$ cat src/rtl/control_mascara_secuencial.sv
// control_mascara_secuencial: register-programmed fetch of an N x N mask from coefficient
// memory, delivered one coefficient at a time over a valid/ready handshake.
module control_mascara_secuencial #(
    parameter int BITS_BUS_DATOS     = 21,
    parameter int BITS_BUS_DIRECCION = 11,
    parameter int BITS_DIRECCION_MEM = 10,
    parameter int BITS_MASCARA       = 3,
    parameter int BITS_COEFICIENTE   = 16
) (
    input  logic                          clk,
    input  logic                          reset,
    input  logic [BITS_BUS_DIRECCION-1:0] direccion_registros,
    input  logic [BITS_BUS_DATOS-1:0]     datos_registros,
    input  logic                          habilitacion_registros,
    output logic                          leer_mem,
    output logic [BITS_DIRECCION_MEM-1:0] direccion_mem,
    input  logic [BITS_COEFICIENTE-1:0]   datos_mem,
    output logic [BITS_COEFICIENTE-1:0]   coef_datos,
    output logic                          coef_valido,
    output logic                          coef_ultimo,
    input  logic                          coef_listo,
    output logic                          ocupado,
    output logic                          error_config
);
    typedef enum logic [1:0] {INACTIVO, LECTURA, ESPERA_DATO, ENTREGA} estado_t;
    localparam int BI = 2 * BITS_MASCARA;

    estado_t                       estado_q, estado_d;
    logic [BI-1:0]                 indice_q, indice_d;
    logic [BITS_MASCARA-1:0]       tamano_q, tamano_d;
    logic [BITS_DIRECCION_MEM-1:0] base_q, base_d, dir_q, dir_d;
    logic                          modo_auto_q, modo_auto_d, error_q, error_d;
    logic [BITS_COEFICIENTE-1:0]   coef_q, coef_d;
    logic                          valido_q, valido_d, ultimo_q, ultimo_d;

    logic                          wr_tam, wr_base, wr_ctrl, wr_clr, tam_ok;
    logic                          arranque, abortar, arrancar;
    logic [BITS_MASCARA-1:0]       tam_nuevo;
    logic [BI-1:0]                 tam_ext, ultimo_idx;
    logic [BITS_DIRECCION_MEM-1:0] dir_actual;
    logic                          unused_bits;

    assign wr_tam      = habilitacion_registros && direccion_registros[1:0] == 2'd0;
    assign wr_base     = habilitacion_registros && direccion_registros[1:0] == 2'd1;
    assign wr_ctrl     = habilitacion_registros && direccion_registros[1:0] == 2'd2;
    assign wr_clr      = habilitacion_registros && direccion_registros[1:0] == 2'd3 && datos_registros[0];
    assign tam_nuevo   = datos_registros[BITS_MASCARA-1:0];
    assign tam_ok      = tam_nuevo[0];
    assign arranque    = wr_ctrl && datos_registros[0];
    assign abortar     = wr_ctrl && datos_registros[2];
    assign arrancar    = arranque || (wr_base && modo_auto_q);
    assign tam_ext     = BI'(tamano_q);
    assign ultimo_idx  = tam_ext * tam_ext - BI'(1);
    assign dir_actual  = base_q + BITS_DIRECCION_MEM'(indice_q);
    assign unused_bits = &{direccion_registros[BITS_BUS_DIRECCION-1:2],
                           datos_registros[BITS_BUS_DATOS-1:BITS_DIRECCION_MEM]};

    assign ocupado       = estado_q != INACTIVO;
    assign leer_mem      = estado_q == LECTURA;
    assign direccion_mem = leer_mem ? dir_actual : dir_q;
    assign coef_datos    = coef_q;
    assign coef_valido   = valido_q;
    assign coef_ultimo   = ultimo_q;
    assign error_config  = error_q;

    always_comb begin
        tamano_d    = (wr_tam && tam_ok && !ocupado) ? tam_nuevo : tamano_q;
        base_d      = (wr_base && !ocupado) ? datos_registros[BITS_DIRECCION_MEM-1:0] : base_q;
        modo_auto_d = wr_ctrl ? datos_registros[1] : modo_auto_q;
        // a new error always wins over a simultaneous clear
        error_d     = (error_q && !wr_clr) || (wr_tam && (ocupado || !tam_ok)) || (wr_base && ocupado);
        dir_d       = leer_mem ? dir_actual : dir_q;
        estado_d    = estado_q;
        indice_d    = indice_q;
        coef_d      = coef_q;
        valido_d    = valido_q;
        ultimo_d    = ultimo_q;
        case (estado_q)
            INACTIVO: begin
                estado_d = arrancar ? LECTURA : INACTIVO;
                indice_d = '0;
            end
            LECTURA: estado_d = ESPERA_DATO;
            ESPERA_DATO: begin
                coef_d   = datos_mem;
                valido_d = 1'b1;
                ultimo_d = indice_q == ultimo_idx;
                estado_d = ENTREGA;
            end
            ENTREGA: if (coef_listo) begin
                valido_d = 1'b0;
                ultimo_d = 1'b0;
                estado_d = ultimo_q ? INACTIVO : LECTURA;
                indice_d = ultimo_q ? '0 : indice_q + BI'(1);
            end
        endcase
        if (abortar) begin
            estado_d = INACTIVO;
            indice_d = '0;
            valido_d = 1'b0;
            ultimo_d = 1'b0;
        end
    end

    always_ff @(posedge clk or negedge reset) begin
        if (!reset) begin
            estado_q    <= INACTIVO;
            indice_q    <= '0;
            tamano_q    <= BITS_MASCARA'(3);
            base_q      <= '0;
            modo_auto_q <= 1'b0;
            error_q     <= 1'b0;
            dir_q       <= '0;
            coef_q      <= '0;
            valido_q    <= 1'b0;
            ultimo_q    <= 1'b0;
        end else begin
            estado_q    <= estado_d;
            indice_q    <= indice_d;
            tamano_q    <= tamano_d;
            base_q      <= base_d;
            modo_auto_q <= modo_auto_d;
            error_q     <= error_d;
            dir_q       <= dir_d;
            coef_q      <= coef_d;
            valido_q    <= valido_d;
            ultimo_q    <= ultimo_d;
        end
    end
endmodule

$ cat config.mk
export PLATFORM = sky130hd
export DESIGN_NAME = control_mascara_secuencial
export DESIGN_NICKNAME = d
export VERILOG_FILES = /design/src/rtl/control_mascara_secuencial.sv
export SDC_FILE = /design/constraint.sdc
export NUM_CORES = 1
export LEC_CHECK = 0
export ABC_CLOCK_PERIOD_IN_PS = 2900
export CAP_MARGIN = 20
export CORE_MARGIN = 8
export CORE_UTILIZATION = 48
export CTS_BUF_LIST = sky130_fd_sc_hd__clkbuf_8
export CTS_CLUSTER_SIZE = 12
export DETAILED_ROUTE_END_ITERATION = 10
export PLACE_DENSITY = 0.83
export SYNTH_ARGS = -nofsm -noshare
export SYNTH_HDL_FRONTEND = slang
export SYNTH_SLANG_ARGS = --single-unit
$ cat constraint.sdc
create_clock -name clk -period 2.9 [get_ports clk]
set_clock_uncertainty 0.2 [all_clocks]
set_input_delay 0.58 -clock clk [delete_from_list [all_inputs] [get_ports clk]]
set_output_delay 0.58 -clock clk [all_outputs]
set_load 0.05 [all_outputs]
Yosys cells after proc, flatten, opt, wreduce, memory -nomap -nowiden. Index checks and enable logic that the tools add are counted.

Register bits after elaboration: 51. Latch bits: 0. RAM bits: 0. ROM bits: 0. Output and inout port bits: 31. Memories: 0.

$add $sub $neg: 3. $mul: 1. Divide/modulo/power cells: 0. Order comparisons: 0. Eq/ne operators: 8. Shift-type cells: 0. Muxes and demuxes: 15. Bitwise operators: 0. Reductions and logical operators: 28.

Operators by type and width (number): 6-bit two-way mux (3); 1-bit logical AND (14); 6-bit one-hot mux with 2 select lines (1); 10-bit by 6-bit adder with 10-bit output (1); 10-bit two-way mux (1); 2-bit equality test (second input constant) (4); 2-bit one-hot mux with 4 select lines (1); 6-bit by 1-bit adder with 6-bit output (second input constant) (1); 6-bit equality test (1); 3-bit by 3-bit multiplier with 6-bit output (1); 3-bit nonzero test (2); 6-bit by 1-bit subtractor with 6-bit output (second input constant) (1); 1-bit two-way mux (5); 2-bit by 1-bit equality test with 1-bit output (second input constant) (2); 2-bit zero test (2); 1-bit logical OR (4); 2-bit two-way mux (2); 1-bit one-hot mux with 2 select lines (2); 2-bit AND reduction (2); 1-bit zero test (3); 3-bit inequality test (second input constant) (1); 2-bit nonzero test (1).

Logic depth before layout (Yosys ltp). Gate-level depths: netlist (run 1).

Depth in word-level cells: 7. Mapped depth: 8. Depth with buffers taken out: 7.

Worst setup path before layout (run 1). Ideal clock, no wire load.

Path kind: register to output. Start point: register indice_q[1]. End point: output direccion_mem[9]. Arrival time: 2.500 ns. Data required time: 2.120 ns. Path slack: -0.380 ns. Stages on the path, launching flop included: 6. Path buffers: 0. Path through: dfrtp_1 > ha_1 > a211o_1 > a2111oi_4 > o31ai_1 > a31oi_1.

Longest elaborated chain between the ends: 2.

Ends and longest elaborated chain: from (decl) (RTL line 29) `logic [BI-1:0] indice_q, indice_d;`; from (signal assigned) (RTL line 119) `indice_q <= indice_d;`; 10-bit by 6-bit adder with 10-bit output (RTL line 54) `assign dir_actual = base_q + BITS_DIRECCION_MEM'(indice_q);`; 10-bit two-way mux; to (decl) (RTL line 16) `output logic [BITS_DIRECCION_MEM-1:0] direccion_mem,`.

Every way passes these cells.

Worst setup path in the final report (run 1).
Start point: register base_q[1]. End point: output direccion_mem[7].

Longest elaborated chain between the ends: 2.

Ends and longest elaborated chain: from (decl) (RTL line 31) `logic [BITS_DIRECCION_MEM-1:0] base_q, base_d, dir_q, dir_d;`; from (signal assigned) (RTL line 121) `base_q <= base_d;`; 10-bit by 6-bit adder with 10-bit output (RTL line 54); 10-bit two-way mux.

Every way passes these cells.

==> summary.txt, run 1 <==
Outcome
  • Status: finished with violations
  • Failing checks: negative setup slack

Die
  • Core ar.: 5440 µm²
  • Number of I/O pins: 83
  • Cell row count: 27
  • Die W: 90.4 µm
  • Die height: 90.4 µm
  • Initial core utilization: 48.9%
  • Die footprint: 8180 µm²

Final layout
  • Fill cells: 414
  • Antenna cells: 0
  • Area Growth Syn to Fin: 41.0%
  • Commonest non-fill, non-tap cell in the layout: clkdlybuf4s50_1
  • Total Nets Final: 377
  • Register area: 1280 µm²
  • Non-Filler Instances: 384
  • Proportion of layout cells with a drive suffix above 1: 29.5%
  • Multi-input gate area in the final layout: 1420 µm²
  • Most frequent cells in the layout: clkdlybuf4s50_1 (50), dfrtp_1 (49), mux2_2 (32)

Global route
  • Vias in the first global route: 2294
  • Global router's overall resource usage: 16.2%
  • First-pass GRT wire length: 11000 µm
  • Initial antenna violation count: 0
  • Largest net degree at the start of global routing: 22
  • Gr ovfl total: 0

Min path
  • Worst min path class: flip-flop to flip-flop

Clocking
  • CTS tree: built
  • Root Buffer Master: clkbuf_8
  • # H-tree levels: 2
  • Clk sinks: 51
  • Clk_lat worst skew: 310 ps
  • Num CTS Buffers: 5
  • CTS clk-pin slew, worst paths: 90 ps
  • Clock Tree Buf Depth: 2

STA
  • Hold Vio Cnt, Final: 0
  • Fin crit period: 3170 ps
  • Worst-Margin Slew: 520 ps
  • Max frequency: 0.316 GHz
  • Slew Limit Fails: 0
  • Final period utilization: 109%
  • Final setup viols: 6
  • Setup WS post-layout: -268 ps
  • Worst relative slew slack: 65.2%
  • RSZ-0062 raised after global routing: yes

Yosys
  • EDFF count, synth: 0
  • Top_reg_cell synth: dfrtp_1
  • Mapped cell area: 2660 µm²
  • Syn Nets: 296
  • Synth top area cells: dfrtp_1 (46%), mux2_2 (14%), ha_1 (6.1%), a21oi_1 (2.3%), o21ai_0 (2.3%)
  • Synth unique cells: 46
  • Asr flop ratio synth: 100%
  • Post-synth top area share: 46.1%
  • Synth area leader: dfrtp_1
  • Yosys warnings: 0
  • Syn Area/Cell: 11.6 µm²
  • Sequential element share of the synthesized area: 48.1%
  • Synth Instances: 230
  • Flops & latches, synth: 51

Critical path
  • Crit. End Element: output port
  • Worst Setup Start Kind: flip-flop
  • CP arrival: 2390 ps
  • CP max FO: 4
  • Crit Path Class: flip-flop to output port
  • Critical Path RT: 2120 ps

Power and ir drop
  • Peak supply drop: 0.688 mV
  • PwrDens: 1220 nW/µm²
  • Static leakage: 0.00161 µW
  • Design Power: 4580 µW

Flow run
  • MaxCap Viol Count: 0

Drt
  • Number of remaining DRC errors: 0
  • Post-route ant nets: 0
  • DR pass1 iterations: 4
  • Vias/cell: 5.65
  • DR WL/cell: 16.9 µm
  • Drt total wl: 6490 µm
  • Initial DRC count: 67
  • Via count: 2171

Place
  • Buffers on Ports: 62
  • Dpl cells: 370
  • Post-DP HPWL: 4680 µm
  • Placer Congestion: 0.833
==> cell type report <==
type	count	share of cell area, %
multi-input combinational	162	37.9
sequential	51	34.1
timing repair buffer	80	22.4
tap	72	2.40
clock buffer	5	1.84
inverter	11	1.10
clock inverter	3	0.334
==> where the power goes <==
| part | switching [µW] | total, µW | internal [µW] |
|---|---|---|---|
| combinational | 1670 | 2950 | 1280 |
| sequential | 203 | 1240 | 1030 |
| clock | 233 | 396 | 163 |
| total | 2100 | 4580 | 2480 |
==> worst paths after layout <==
| kind | start | end | slack (ps) | depth (start not counted) |
|---|---|---|---|---|
| max reg2reg | base_q[1] | dir_q[9] | 660 | 5 |
| min | dir_q[0] | dir_q[0] | 300 | 1 |
| min in group asynchronous | reset | coef_datos[5] | 530 | 2 |
| min reg2reg | dir_q[0] | dir_q[0] | 300 | 1 |
| max in group asynchronous | reset | tamano_q[1] | 1310 | 3 |
| max | base_q[1] | direccion_mem[7] | -270 | 6 |
==> layer usage <==
layer	vias to the layer above	share of wire [%]	track usage (%)
met5	-	0	0
met4	0	1.6	6.38
met3	9	5.1	4.82
met1	1088	42	18.7
li1	1013	-	-
met2	61	51	27.6
==> metrics by stage <==
stage / setup TNS [ps] / utilization (%) / cell area [µm²] / worst slack (ps) / hold WS, ps
after global routing: -1470 / 68.9 / 3750 / -340 / 330
after detailed placement: 0 / 65.5 / 3560 / 51.1 / 288
after floorplan: -54.3 / - / 2710 / -54.3 / 84.4
after CTS: -838 / 68.3 / 3710 / -230 / 309
after global placement: 0 / 65.5 / 3560 / 78.4 / 284
final: -1010 / 68.9 / 3750 / -268 / 303
==> synth_stat cells, drive strengths merged (5+ instances only) <==
| library cell | n |
|---|---|
| a21oi | 12 |
| xnor2 | 6 |
| inv | 11 |
| o21ai | 12 |
| o31ai | 5 |
| nand3 | 8 |
| ha | 13 |
| a211oi | 5 |
| nor2 | 6 |
| nand2b | 6 |
| nand2 | 6 |
| dfrtp | 49 |
| mux2 | 32 |
==> cells by family (layout without fill, tap and decap cells) <==
| family | count (synthesis) | in the layout | share of synthesized area, % |
|---|---|---|---|
| buf+inv | 17 | 99 | 2.54 |
| xor+xnor | 7 | 7 | 2.30 |
| simple gates | 54 | 54 | 12.0 |
| compound gates | 54 | 54 | 14.3 |
| flops | 51 | 51 | 48.1 |
| fa+ha+maj | 14 | 14 | 6.87 |
| mux | 33 | 33 | 13.9 |
==> state kept, by name (all words and copies together), names as in the netlist <==
register      cells
tamano_q          3
coef_valido       1
coef_datos       16
modo_auto_q       1
estado_q          2
coef_ultimo       1
base_q           10
error_config      1
indice_q          6
dir_q            10
==> critical path: stages (launching register included) <==
cell and delay (ps):
dfrtp_1 390, ha_1 330, a211o_1 390, a2111oi_4 460, o31ai_2 140, a31oi_4 210
buf_12 160
==> timing repair <==
action | 4_1_cts | 5_1_grt
hold endpoints to repair | 15 | 0
endpoints found under the setup margin | 6 | 7
setup buffers | 2 | 3
hold buffers | 1 | 0
resized for setup | 9 | 4
pin swaps | 9 | 4
Note: power is estimated with default switching activity, not from simulation.
==> run 2, diff against run 1 <==
- ABC_CLOCK_PERIOD_IN_PS: 2900 -> 3330
- clock period: 2.9 -> 3.33 ns (I/O delays scaled with it)
==> summary.txt, run 2 (synthesis gave the netlist of run 1 again) <==
Clocking
  • Num CTS Buffers: 5
  • # H-tree levels: 2
  • Root Buffer Master: clkbuf_8
  • Clock Tree Buf Depth: 2
  • Clk sinks: 51
  • Clk_lat worst skew: 310 ps
  • CTS tree: built
  • CTS clk-pin slew, worst paths: 90 ps
  • CTS Hold Bufs: 0

Critical path
  • CP arrival: 2370 ps
  • R2R depth: 6
  • CP max stage delay: 450 ps
  • Crit Path Class: flip-flop to output port
  • Worst Setup Start Kind: flip-flop
  • Crit. End Element: output port
  • Critical Path RT: 2460 ps
  • Flop2flop setup slack: 1040 ps
  • CP max FO: 4
  • Critical Path, Cell by Cell: ha_2, a211o_1, a2111oi_4, o31ai_1, a31oi_2, buf_12
  • Slowest cell on crit path: a2111oi_4

Die
  • Cell row count: 27
  • Initial core utilization: 48.9%
  • Die height: 90.4 µm
  • Number of I/O pins: 83
  • Die W: 90.4 µm
  • Die footprint: 8180 µm²
  • Core ar.: 5440 µm²

Global route
  • Vias in the first global route: 2196
  • Largest net degree at the start of global routing: 34
  • Initial antenna violation count: 0
  • Global router's overall resource usage: 14.8%
  • Gr ovfl total: 0
  • First-pass GRT wire length: 10100 µm

Final layout
  • Max reg flops: 16
  • Most frequent cells in the layout: clkdlybuf4s50_1 (52), dfrtp_1 (46), mux2_2 (32)
  • Fin util: 67.7%
  • Commonest non-fill, non-tap cell in the layout: clkdlybuf4s50_1
  • Area Growth Syn to Fin: 38.4%
  • Non-Filler Instances: 375
  • Total Nets Final: 368
  • Proportion of layout cells with a drive suffix above 1: 26.7%
  • Antenna cells: 0
  • Post-route cell area: 3680 µm²

Place
  • Place WS: 299 ps
  • Placer Congestion: 0.843
  • Buffers on Ports: 62
  • Post-DP HPWL: 4410 µm
  • Area after DPL: 3430 µm²
  • Dpl cells: 361

STA
  • Max frequency: 0.309 GHz
  • Slew Limit Fails: 0
  • Hold Vio Cnt, Final: 0
  • Worst-Margin Slew: 555 ps
  • Worst relative slew slack: 62.9%
  • Hold WS: 73.1 ps
  • Final period utilization: 97.1%
  • Fin crit period: 3230 ps
  • Final setup viols: 0
  • Setup WS post-layout: 96.9 ps

Drt
  • Initial DRC count: 121
  • Vias/cell: 5.56
  • Number of remaining DRC errors: 0
  • DR WL/cell: 16.4 µm
  • Post-route ant nets: 0
  • Via count: 2085
  • DR pass1 iterations: 4
  • Drt total wl: 6140 µm

Power and ir drop
  • Static leakage: 0.00155 µW
  • PwrDens: 1090 nW/µm²
  • Peak supply drop: 0.650 mV

Flow run
  • MaxCap Viol Count: 0

Min path
  • Worst min path class: primary input to async pin

Outcome
  • Status: complete, no violations
-- run 2: changes by cell type in the layout (fill, tap and decap cells not counted), moves of 3 or more --
cell | before | now
ha_4 | 1 | 4
buf_12 | 9 | 6
buf_4 | 19 | 12
dfrtp_2 | 0 | 3
dfrtp_1 | 49 | 46
-- run 2: path summary, 6_finish.rpt --
path	startpoint	endpoint
max	indice_q[0]	direccion_mem[7]
min	reset	coef_datos[8]
max reg2reg	indice_q[5]	dir_q[9]
min reg2reg	indice_q[0]	indice_q[0]
max in group asynchronous	reset	tamano_q[0]
min in group clk	indice_q[0]	indice_q[0]
-- run 2: metrics by stage --
step           total power [µW]  setup TNS (ps)
3_3_place_gp               3390               0
4_1_cts                    3960               0
6_report                   4030               0
3_5_place_dp               3440               0
2_1_floorplan              2650               0
5_1_grt                    4250           -2.31
-- run 2: power by group --
group | switching, µW | internal [µW] | total (µW) | leakage, µW
Sequential | 188 | 903 | 1090 | 0.000610
Combinational | 1390 | 1040 | 2430 | 0.000866
Clock | 206 | 297 | 503 | 0.0000695
Total | 1790 | 2240 | 4030 | 0.00155
-- run 2: timing repair --
item                       4_1_cts  5_1_grt
gates resized for setup          2       11
pin swaps                        0        6
setup buffers                    0        6
setup endpoints to repair        3        5
-- run 2: layout make-up --
type	instances	area, µm²
Fill cell	385	1760
Multi-Input combinational cell	162	1400
Sequential cell	51	1280
Timing Repair Buffer	71	736
Tap cell	72	90.1
Clock buffer	5	68.8
Clock inverter	3	63.8
Inverter	11	41.3
-- run 2: per-layer routing --
layer,GRT usage [%],share of wire [%],up-vias
li1,-,-,1002
met1,16.6,41,1017
met2,24.8,49,59
met3,6.98,8.8,7
met4,3.74,0.99,0
met5,0,0,-
-- run 2: worst max-delay path, delay by kind of cell (launching register included) --
kind                       cells  cell delay (ps)
AOI/OAI and AO/OA              4             1250
adders and majority gates      1              220
buffers and inverters          1              170
DFF                            1              430
==> run 3, diff against run 2 <==
- CORE_MARGIN: 8 -> unset
- SETUP_SLACK_MARGIN: unset -> 0.1
==> summary.txt, run 3 (synthesis gave the netlist of run 1 again) <==
Die
  • Die W: 76.4 µm
  • Core ar.: 5240 µm²
  • Die footprint: 5840 µm²
  • Cell row count: 26
  • Number of I/O pins: 83
  • Die height: 76.4 µm
  • Initial core utilization: 50.8%

Global route
  • Gr ovfl total: 0
  • First-pass GRT wire length: 10100 µm
  • Initial antenna violation count: 0
  • Global router's overall resource usage: 21.6%
  • Vias in the first global route: 2227
  • Largest net degree at the start of global routing: 31

Power and ir drop
  • Net Sw Frac: 46.1%
  • Clock share of power: 9.2%
  • NetSw: 1800 µW
  • Peak supply drop: 0.759 mV
  • Static leakage: 0.00153 µW
  • PwrDens: 1060 nW/µm²
  • Design Power: 3900 µW
  • Reg power frac: 28.0%
  • Logic gate share of total power: 62.7%
  • P_int: 2100 µW

Final layout
  • Max reg flops: 16
  • Most frequent cells in the layout: clkdlybuf4s50_1 (52), dfrtp_1 (44), mux2_2 (32)
  • Proportion of layout cells with a drive suffix above 1: 29.2%
  • Total Nets Final: 370
  • Antenna cells: 0
  • Fill cells: 359
  • Area Growth Syn to Fin: 38.0%
  • Commonest non-fill, non-tap cell in the layout: clkdlybuf4s50_1

STA
  • RSZ-0062 raised after global routing: yes
  • Worst-Margin Slew: 647 ps
  • Final setup viols: 0
  • Fin crit period: 3190 ps
  • Final period utilization: 95.7%
  • Max frequency: 0.314 GHz
  • Post-Route Setup TNS: 0 ps
  • Slew Limit Fails: 0
  • Hold WS: 178 ps
  • Hold Vio Cnt, Final: 0
  • Worst relative slew slack: 56.9%

Critical path
  • Crit. End Element: output port
  • Critical Path RT: 2460 ps
  • CP max FO: 7
  • Worst Setup Start Kind: flip-flop
  • Crit Path Class: flip-flop to output port
  • CP arrival: 2320 ps

Clocking
  • CTS tree: built
  • # H-tree levels: 2
  • Root Buffer Master: clkbuf_8
  • Clock Tree Buf Depth: 2
  • CTS clk-pin slew, worst paths: 100 ps
  • Clk_lat worst skew: 300 ps
  • Clk sinks: 51
  • Num CTS Buffers: 5

Drt
  • DR WL/cell: 15.9 µm
  • Vias/cell: 5.55
  • Number of remaining DRC errors: 0
  • Post-route ant nets: 0
  • DR pass1 iterations: 4
  • Drt total wl: 5950 µm
  • Initial DRC count: 143
  • Via count: 2082

Place
  • Post-DP HPWL: 4250 µm
  • Placer Congestion: 0.836
  • Buffers on Ports: 62

Outcome
  • Status: complete, no violations

Min path
  • Worst min path class: primary input to async pin

Flow run
  • MaxCap Viol Count: 0
run 3: cell count changes in the layout (fill, tap and decap cells not counted), sizes merged:
| cell | change |
|---|---|
| clkinv | +2 |
| buf | +2 |
| bufinv | -2 |
run 3: layer usage:
layer  up-vias  GRT usage (%)  share of wire, %
met5         -              0                 0
met4         0           4.62              0.89
met3         6           6.47               6.7
met2        59           36.8                50
met1      1013           27.1                43
li1       1004              -                 -
run 3: worst paths after layout:
| check | slack, ps | from | to | cells after the start |
|---|---|---|---|---|
| worst max-delay path | 140 | indice_q[3] | direccion_mem[9] | 6 |
| worst min-delay path | 180 | reset | coef_datos[4] | 1 |
| worst max register to register | 1180 | indice_q[3] | dir_q[9] | 5 |
| worst min register to register | 310 | dir_q[1] | dir_q[1] | 1 |
| max in group asynchronous | 2060 | reset | tamano_q[1] | 2 |
| min in group clk | 310 | dir_q[1] | dir_q[1] | 1 |
run 3: what timing repair did:
action / in CTS / in global routing
cloned: 0 / 0
buffers inserted: 3 / 4
pin swaps: 4 / 5
endpoints found under the setup margin: 4 / 4
hold buffers: 0 / 0
resized for setup: 9 / 8
run 3: through the flow:
step | setup slack [ps] | util, % | cell area, µm² | instances
6_report | 143 | 70.1 | 3670 | 375
3_3_place_gp | 309 | 65.6 | 3440 | 360
5_1_grt | 62.5 | 70.1 | 3670 | 375
2_1_floorplan | 80.1 | - | 2680 | 230
4_1_cts | 107 | 68.7 | 3600 | 371
3_5_place_dp | 283 | 65.6 | 3440 | 360
run 3: cell type report:
cell class,instances,area [µm²],share of cell area [%]
Multi-Input combinational cell,162,1420,38.6
Sequential cell,51,1280,35.0
Timing Repair Buffer,73,751,20.5
Tap cell,70,87.6,2.39
Clock buffer,5,68.8,1.88
Inverter,11,41.3,1.13
Clock inverter,3,21.3,0.580
run 3: power groups by stage:
stage / Sequential, µW / Clock (µW) / Combinational, µW
6_report: 1090 / 359 / 2440
5_1_grt: 1130 / 389 / 2610
4_1_cts: 1090 / 365 / 2400
3_5_place_dp: 1090 / 0 / 2340
3_3_place_gp: 1080 / 0 / 2300
2_1_floorplan: 1450 / 0 / 1210
run 3: critical path, stage by stage, from the launching register on:
cell and delay [ps]:
dfrtp_2 500, ha_4 310, o21a_2 180, a2111oi_4 100
or4_1 560, a31oi_4 220, buf_12 160
